--- src/rtl/debounce_bank_pkg.sv ---
// Shared constants and per-channel state encoding for the switch debounce bank.
// The default limits assume a 25 MHz system clock.
package debounce_bank_pkg;

    localparam int DEFAULT_DEBOUNCE_LIMIT = 250_000;    // 10 ms
    localparam int DEFAULT_HOLD_LIMIT     = 12_500_000; // 0.5 s
    localparam int DEFAULT_SYNC_STAGES    = 2;

    // Bit 0 is the debounced level, so o_Switch comes straight off a flop.
    typedef enum logic [1:0] {
        CH_IDLE    = 2'b00,
        CH_PRESSED = 2'b01,
        CH_HELD    = 2'b11
    } ch_state_t;

endpackage

--- src/rtl/debounce_channel.sv ---
// One switch channel: synchroniser, debounce counter, press/release strobes
// and a one-shot long-press strobe.
module debounce_channel
    import debounce_bank_pkg::*;
#(
    parameter int DEBOUNCE_LIMIT = DEFAULT_DEBOUNCE_LIMIT,
    parameter int HOLD_LIMIT     = DEFAULT_HOLD_LIMIT,
    parameter int SYNC_STAGES    = DEFAULT_SYNC_STAGES
) (
    input  logic i_Clk,
    input  logic i_Rst,
    input  logic i_Switch,
    output logic o_Switch,
    output logic o_Press,
    output logic o_Release,
    output logic o_Hold
);

    localparam int CW = $clog2(DEBOUNCE_LIMIT);
    localparam int HW = $clog2(HOLD_LIMIT);
    localparam logic [CW-1:0] DB_MAX   = CW'(DEBOUNCE_LIMIT - 1);
    localparam logic [HW-1:0] HOLD_MAX = HW'(HOLD_LIMIT - 1);

    logic [SYNC_STAGES-1:0] sync_p;
    logic                   sync;
    logic                   level;

    ch_state_t     state_q, state_d;
    logic [CW-1:0] cnt_q, cnt_d;
    logic [HW-1:0] hcnt_q, hcnt_d;
    logic          press_q, press_d;
    logic          rel_q, rel_d;
    logic          hold_q, hold_d;

    // Synchroniser stages
    always_ff @(posedge i_Clk or posedge i_Rst) begin
        if (i_Rst) begin
            sync_p <= '0;
        end else begin
            sync_p <= {sync_p[SYNC_STAGES-2:0], i_Switch};
        end
    end

    assign sync  = sync_p[SYNC_STAGES-1];
    assign level = state_q[0];

    // Debounce / hold state
    always_ff @(posedge i_Clk or posedge i_Rst) begin
        if (i_Rst) begin
            state_q <= CH_IDLE;
            cnt_q   <= '0;
            hcnt_q  <= '0;
            press_q <= 1'b0;
            rel_q   <= 1'b0;
            hold_q  <= 1'b0;
        end else begin
            state_q <= state_d;
            cnt_q   <= cnt_d;
            hcnt_q  <= hcnt_d;
            press_q <= press_d;
            rel_q   <= rel_d;
            hold_q  <= hold_d;
        end
    end

    always_comb begin
        state_d = state_q;
        cnt_d   = cnt_q;
        hcnt_d  = hcnt_q;
        press_d = 1'b0;
        rel_d   = 1'b0;
        hold_d  = 1'b0;

        case (state_q)
            CH_IDLE: hcnt_d = '0;
            CH_PRESSED: begin
                if (hcnt_q == HOLD_MAX) begin
                    hold_d  = 1'b1;
                    state_d = CH_HELD;
                end else begin
                    hcnt_d = hcnt_q + HW'(1);
                end
            end
            default: ; // HELD: counter frozen until release
        endcase

        // A release on the same cycle as the hold threshold wins the state.
        if (sync == level) begin
            cnt_d = '0;
        end else if (cnt_q != DB_MAX) begin
            cnt_d = cnt_q + CW'(1);
        end else begin
            cnt_d = '0;
            if (sync) begin
                state_d = CH_PRESSED;
                press_d = 1'b1;
            end else begin
                state_d = CH_IDLE;
                rel_d   = 1'b1;
                hcnt_d  = '0;
            end
        end
    end

    assign o_Switch  = level;
    assign o_Press   = press_q;
    assign o_Release = rel_q;
    assign o_Hold    = hold_q;

endmodule

--- src/rtl/debounce_bank.sv ---
// N_CH independent switch conditioners; wiring only.
module debounce_bank
    import debounce_bank_pkg::*;
#(
    parameter int N_CH           = 4,
    parameter int DEBOUNCE_LIMIT = DEFAULT_DEBOUNCE_LIMIT,
    parameter int HOLD_LIMIT     = DEFAULT_HOLD_LIMIT,
    parameter int SYNC_STAGES    = DEFAULT_SYNC_STAGES
) (
    input  logic            i_Clk,
    input  logic            i_Rst,
    input  logic [N_CH-1:0] i_Switch,
    output logic [N_CH-1:0] o_Switch,
    output logic [N_CH-1:0] o_Press,
    output logic [N_CH-1:0] o_Release,
    output logic [N_CH-1:0] o_Hold
);

    for (genvar k = 0; k < N_CH; k++) begin : g_ch
        debounce_channel #(
            .DEBOUNCE_LIMIT(DEBOUNCE_LIMIT),
            .HOLD_LIMIT    (HOLD_LIMIT),
            .SYNC_STAGES   (SYNC_STAGES)
        ) u_ch (
            .i_Clk    (i_Clk),
            .i_Rst    (i_Rst),
            .i_Switch (i_Switch[k]),
            .o_Switch (o_Switch[k]),
            .o_Press  (o_Press[k]),
            .o_Release(o_Release[k]),
            .o_Hold   (o_Hold[k])
        );
    end

endmodule

--- config.mk ---
export PLATFORM = sky130hd
export DESIGN_NAME = debounce_bank
export DESIGN_NICKNAME = d
export VERILOG_FILES = /design/src/rtl/debounce_bank_pkg.sv /design/src/rtl/debounce_channel.sv /design/src/rtl/debounce_bank.sv
export SDC_FILE = /design/constraint.sdc
export NUM_CORES = 1
export LEC_CHECK = 0
export CORE_ASPECT_RATIO = 0.9
export CORE_MARGIN = 2
export CORE_UTILIZATION = 60
export DETAILED_ROUTE_END_ITERATION = 10
export PLACE_DENSITY_LB_ADDON = 0.2
export SLEW_MARGIN = 20
export SYNTH_ARGS = -nofsm -noshare
export SYNTH_HDL_FRONTEND = slang
export SYNTH_SLANG_ARGS = --single-unit
--- constraint.sdc ---
create_clock -name i_Clk -period 8.45 [get_ports i_Clk]
set_clock_uncertainty 0.1 [all_clocks]
set_input_delay 0.845 -clock i_Clk [delete_from_list [all_inputs] [get_ports i_Clk]]
set_output_delay 0.845 -clock i_Clk [all_outputs]
set_load 0.03 [all_outputs]
==> impl_results.md, run 1 <==
- Post-synth EDFFs: 0
- First-pass GRT wire length: 33600 um
- # setup viols final: 0
- Final #Nets: 1041
- Mapped Area: 9970 sq um
- Status: complete, no violations
- Post-DRT Antenna Nets: 0
- Setup Slack @ Placement: 5.39 ns
- YS warnings: 0
- I/O pin cnt: 22
- Initial core utilization: 0.616
- Mapped Cells: 1031
- WP data arrival: 1.73 ns
- Crit start category: flip-flop
- Pin count of the biggest net entering global routing: 128
- WL/cell: 15.3 um
- IR drop worst, VDD: 179 uV
- GP Congestion: 0.804
- # clock sinks: 196
- Fin Setup TNS: 0 ns
- Worst Path Max Fanout: 9
- CTS resizes: 0
- Max Slew Vio Count: 0
- Number of global-route vias before repair: 7108
- Worst-margin pin slew: 0.869 ns
- Crit path max-delay family: buffers and inverters
- Post-CTS Setup Inserts: 0
- Core box area: 16200 sq um
- Layout area overhead: 8.88%
- Worst hold-check path type: flip-flop to flip-flop
- Total GRT Usage: 0.229
- Detailed router's first-iteration violation count: 436
- Hold_buf cts: 0
- Synth unique cells: 59
- PwrDens: 168 nW/um^2
- Diode count: 0
- Drt pass-1 iters: 5
- PortBufs: 21
- Crit end category: output pin
- Average size of a mapped cell: 9.67 sq um
- Final WL: 19100 um
- Register area share after synthesis: 0.492
- Slowest CP cell: clkdlybuf4s50_1
- Die W: 140 um
- Final core utilization: 0.670
- Fin crit period: 2.68 ns
- Initial antenna violation count: 0
- Inserted Clock Buffers: 17
- Worst Path Required: 7.51 ns
- HPWL after DPL: 12400 um
- Ys flop type: dfrtp_1
- Clk Latency, worst-skew pair: 0.44 ns
- Asr flop ratio synth: 1.00
- Yosys reg bits: 196
- Num rows: 44
- Crit-path max cell delay: 0.74 ns
- Htree depth: 4
- Leakage: 4.18 nW
- Crit-path cells: clkdlybuf4s50_1
- Vias: 7479
- Die Area: 17700 sq um
- Worst-path clk slew: 0.06 ns
- Max clock buf depth: 2
- RSZ-0062 raised after global routing: false
- Setup ws final: 5.77 ns
- Endpoints failing hold: 0
- Max_cap viols: 0
- Relative slew slack: 0.421
- Vert. Die Dim: 126 um
- Syn nets: 1045
- Drt drc: 0
- CTS root buffer: clkbuf_16
- CTS tree: yes
- Max Clock Freq: 0.373 GHz
- Buf+Inv Stages, Crit Path: 1
- Total gr overflow: 0
- Crit path kind: flip-flop to output pin
- Period Utilization, post-route: 0.317
- Layout cell share with drive strength beyond 1: 0.0510
- Via density: 6.00
## placed cells by master, fill, tap and decap left out, drive strengths merged, types with 3 or more instances in the layout
cell type and count:
a211oi 6, nor3 39, dfrtp 196, nand4 38, mux2 5, clkbuf 22
o2111ai 3, and4 13, nor4bb 5, or3 22, and3 28, and2 5
nand3b 5, nand2b 6, o211ai 6, or4 27, o21ai 28, buf 6
a21oi 45, inv 24, clkdlybuf4s50 21, ha 8, nor3b 8, and4b 4
nand2 57, xnor2 69, nand4b 3, xor2 47, nor4b 10, clkinv 3
nor4 18, nor2 146, nand3 68, o31ai 21, bufinv 4
## worst paths after layout
kind	start	endpoint	slack [ns]	cells after the start
setup / recovery	g_ch[0].u_ch.state_q[0]	o_Switch[0]	5.77	1
min in group asynchronous	i_Rst	g_ch[2].u_ch.hcnt_q[18]	0.88	2
hold reg to reg	g_ch[3].u_ch.sync_p[0]	g_ch[3].u_ch.sync_p[1]	0.25	0
setup reg to reg	g_ch[0].u_ch.hcnt_q[9]	g_ch[0].u_ch.hcnt_q[14]	5.81	5
max in group asynchronous	i_Rst	g_ch[1].u_ch.hcnt_q[2]	6.00	3
hold / removal	g_ch[3].u_ch.sync_p[0]	g_ch[3].u_ch.sync_p[1]	0.25	0
## worst reg2reg max path: stages (launching register included)
cell and delay [ns]:
dfrtp_1 0.45, or4_1 0.52, or4_4 0.60, o31ai_4 0.56, or3_1 0.21, a21oi_2 0.06
## cell type report
class	instances	area, sq um
fillers	1271	5330
flip-flops and latches	196	4900
multi-input cells	761	4730
clock buffers	22	454
well taps	207	259
repair buffers	27	255
clock inverters	9	154
inverters	24	97.6
## registers in the layout, indices dropped and copies added, names as in the netlist
register	flops
g_ch.u_ch.hcnt_q	96
g_ch.u_ch.o_Release	4
g_ch.u_ch.o_Press	4
g_ch.u_ch.state_q	8
g_ch.u_ch.o_Hold	4
g_ch.u_ch.sync_p	8
g_ch.u_ch.cnt_q	72
## power by group
| group | total [mW] | switching [mW] | leakage [nW] | internal [mW] |
|---|---|---|---|---|
| clock | 0.839 | 0.338 | 0.290 | 0.501 |
| sequential | 0.950 | 0.00558 | 2.71 | 0.945 |
| combinational | 0.0356 | 0.0271 | 1.18 | 0.00843 |
| total | 1.82 | 0.370 | 4.18 | 1.45 |
## per-layer routing
metal	wire length, um	track usage
met1	9200	0.332
met2	9040	0.358
met3	746	0.0483
met5	0	0
met4	123	0.0529
## metrics by stage
| stage | instances | total power, mW | area, sq um | hold slack [ns] |
|---|---|---|---|---|
| after floorplan | 1031 | 0.993 | 9970 | 0.231 |
| after global placement | 1215 | 1.00 | 10200 | 0.231 |
| after detailed placement | 1215 | 1.00 | 10200 | 0.236 |
| after CTS | 1246 | 1.84 | 10800 | 0.250 |
| after global routing | 1246 | 1.89 | 10900 | 0.262 |
| final | 1246 | 1.82 | 10900 | 0.248 |
## synthesized netlist by cell type, types with 3 or more instances
master	count	area (sq um)
clkbuf_1	31	116
nor2_1	146	548
nand3b_1	5	37.5
dfrtp_1	196	4900
or4_1	26	195
o21ai_1	12	60.1
and4b_1	4	40.0
or3_1	22	138
nand4_1	37	231
a211oi_1	6	45.0
nand4b_1	3	26.3
buf_4	16	120
nor4b_1	10	87.6
nor3b_1	7	52.6
ha_1	8	100
o21ai_0	16	80.1
mux2_2	5	56.3
a21oi_2	5	43.8
nand2_1	57	214
and3_1	28	175
o211ai_1	6	45.0
nor4_1	17	106
xor2_1	47	412
nand2b_1	6	37.5
and4_1	13	114
and2_1	5	31.3
a21oi_1	40	200
nor3_1	39	195
inv_1	24	90.1
o31ai_1	20	150
nor4bb_1	5	50.1
nand3_1	68	340
xnor2_1	69	604
## cells by family (layout without fill, tap and decap cells)
logic type | Yosys count | in the layout | synth area share
fa+ha+maj | 8 | 8 | 0.0100
mux | 7 | 7 | 0.00766
flops | 196 | 196 | 0.492
buf+inv | 74 | 82 | 0.0348
xor+xnor | 116 | 116 | 0.102
simple gates | 509 | 509 | 0.274
compound gates | 121 | 121 | 0.0796
Power figures use the tool's default switching activity.
==> inputs of run 2 (changes only) <==
- CORE_UTILIZATION: 60 -> 56
- clock period: 8.45 -> 2.3 ns (I/O delays scaled with it)
==> run 2 against run 1 <==
  * The flow now finishes with violations (setup timing)
  * First-iteration DRC count up 44%
  * Cell count increased by 6.5%
  * Sequential share of layout area shrank 1.9 points
  * Critical path type is now flip-flop to flip-flop
  * Critical endpoint is now g_ch[0].u_ch.hcnt_q[11]
==> impl_results.md, run 2 (same netlist as run 1, synthesis figures left out) <==
- IR drop worst, VDD: 498 uV
- Relative slew slack: 0.585
- Area after DPL: 10700 sq um
- Period Utilization, post-route: 1.02
- Post-DRT Antenna Nets: 0
- Top reg by flops: g_ch.u_ch.hcnt_q
- Core box area: 17600 sq um
- Crit path max-delay family: simple AND/OR/NAND/NOR gates
- Most frequent cells in the layout: dfrtp_1, nor2_1, xnor2_1
- Htree depth: 4
- Endpoints failing hold: 0
- Footprint of the multi-input gates: 4740 sq um
- Worst-margin pin slew: 0.617 ns
- CTS tree: yes
- Initial core utilization: 0.568
- Worst hold-check path type: primary input to flip-flop
- Status: complete, but fails checks
- Setup ws final: -0.0411 ns
- Max Slew Vio Count: 0
- Die W: 145 um
- Drt pass-1 iters: 5
- Fillcell total: 1430
- Crit-path max cell delay: 0.59 ns
- # clock sinks: 196
- Detailed router's first-iteration violation count: 628
- Crit end category: flip-flop
- Setup Slack @ Placement: -0.0500 ns
- Register Area: 4900 sq um
- Layout cell share with drive strength beyond 1: 0.0957
- WP data arrival: 2.56 ns
- Via density: 5.79
- Die Area: 18900 sq um
- Hold_buf cts: 0
- PwrDens: 597 nW/um^2
- Num rows: 46
- Total gr overflow: 0
- Crit path kind: flip-flop to flip-flop
- Inserted Clock Buffers: 17
- Pin count of the biggest net entering global routing: 93
- Slowest CP cell: or4_4
- Worst Path Max Fanout: 7
- Leakage: 4.44 nW
- WL/cell: 15.1 um
- First-pass GRT wire length: 34700 um
- Initial antenna violation count: 0
- PortBufs: 21
- Failing checks: setup timing
- Diode count: 0
- Vias: 7684
- Post-CTS Setup Inserts: 0
- Max clock buf depth: 2
- Commonest non-fill, non-tap cell in the layout: dfrtp_1
- Crit-path cells: or4b_1 -> or4_4 -> o311ai_4 -> nor3_1 -> o21ba_1
- Clk Latency, worst-skew pair: 0.42 ns
- Total GRT Usage: 0.226
- Worst-path clk slew: 0.07 ns
- Fin crit period: 2.34 ns
- Max Clock Freq: 0.427 GHz
- Vert. Die Dim: 131 um
- # setup viols final: 9
- Max reg flops: 96
- Layout area overhead: 13.6%
- GP Congestion: 0.866
- Max_cap viols: 0
- Buf+Inv Stages, Crit Path: 0
- Largest regs: g_ch.u_ch.hcnt_q (96), g_ch.u_ch.cnt_q (72)
- CTS root buffer: clkbuf_16
- Pwr Total: 6.77 mW
- HPWL after DPL: 13200 um
- Worst Path Required: 2.52 ns
- Final WL: 20000 um
- Final #Nets: 1089
- Drt drc: 0
- Number of global-route vias before repair: 7101
- RSZ-0062 raised after global routing: true
- Design Area, Final: 11300 sq um
- I/O pin cnt: 22
- Crit start category: flip-flop
-- run 2: through the flow --
| stage | hold slack, ns | setup TNS [ns] | util | instances |
|---|---|---|---|---|
| floorplan | 0.161 | -110.23 | - | 1031 |
| global placement | 0.231 | -0.180 | 0.608 | 1295 |
| detailed placement | 0.238 | -0.207 | 0.608 | 1295 |
| CTS | 0.121 | -0.342 | 0.644 | 1326 |
| global route | 0.131 | -1.35 | 0.645 | 1327 |
| finish | 0.141 | -0.185 | 0.645 | 1327 |
-- run 2: layout make-up --
type                            count  area share
Clock buffer                       23      0.0413
Sequential cell                   196       0.433
Multi-Input combinational cell    761       0.419
Tap cell                          240      0.0265
Clock inverter                      8      0.0131
Timing Repair Buffer               75      0.0589
Inverter                           24     0.00829
-- run 2: per-layer routing --
layer	routed length, um	vias to the layer above	track usage	share of wire
li1	-	3774	-	-
met1	10100	3735	0.354	0.50
met2	8940	158	0.325	0.45
met3	742	17	0.0332	0.037
met4	230	0	0.0720	0.011
met5	0	-	0	0
-- run 2: timing repair --
action / 4_1_cts / 5_1_grt
gates cloned: 0 / 1
resized for setup: 3 / 2
setup endpoints to repair: 10 / 24
pin swaps: 2 / 3
-- run 2: path summary, 6_finish.rpt --
| check | from | to | slack [ns] | depth (start not counted) |
|---|---|---|---|---|
| max in group asynchronous | i_Rst | g_ch[2].u_ch.cnt_q[14] | 1.46 | 3 |
| setup reg to reg | g_ch[0].u_ch.hcnt_q[5] | g_ch[0].u_ch.hcnt_q[11] | -0.04 | 5 |
| hold reg to reg | g_ch[2].u_ch.sync_p[0] | g_ch[2].u_ch.sync_p[1] | 0.25 | 0 |
| min in group asynchronous | i_Rst | g_ch[3].u_ch.cnt_q[7] | 0.18 | 3 |
| hold / removal | i_Switch[1] | g_ch[1].u_ch.sync_p[0] | 0.14 | 1 |
| setup / recovery | g_ch[0].u_ch.hcnt_q[5] | g_ch[0].u_ch.hcnt_q[11] | -0.04 | 5 |
-- run 2: power breakdown --
| part | internal (mW) | leakage (nW) | switching, mW | total, mW |
|---|---|---|---|---|
| sequential | 3.47 | 2.71 | 0.0219 | 3.49 |
| clock | 1.88 | 0.294 | 1.25 | 3.13 |
| combinational | 0.0448 | 1.44 | 0.103 | 0.148 |
| total | 5.39 | 4.44 | 1.37 | 6.77 |
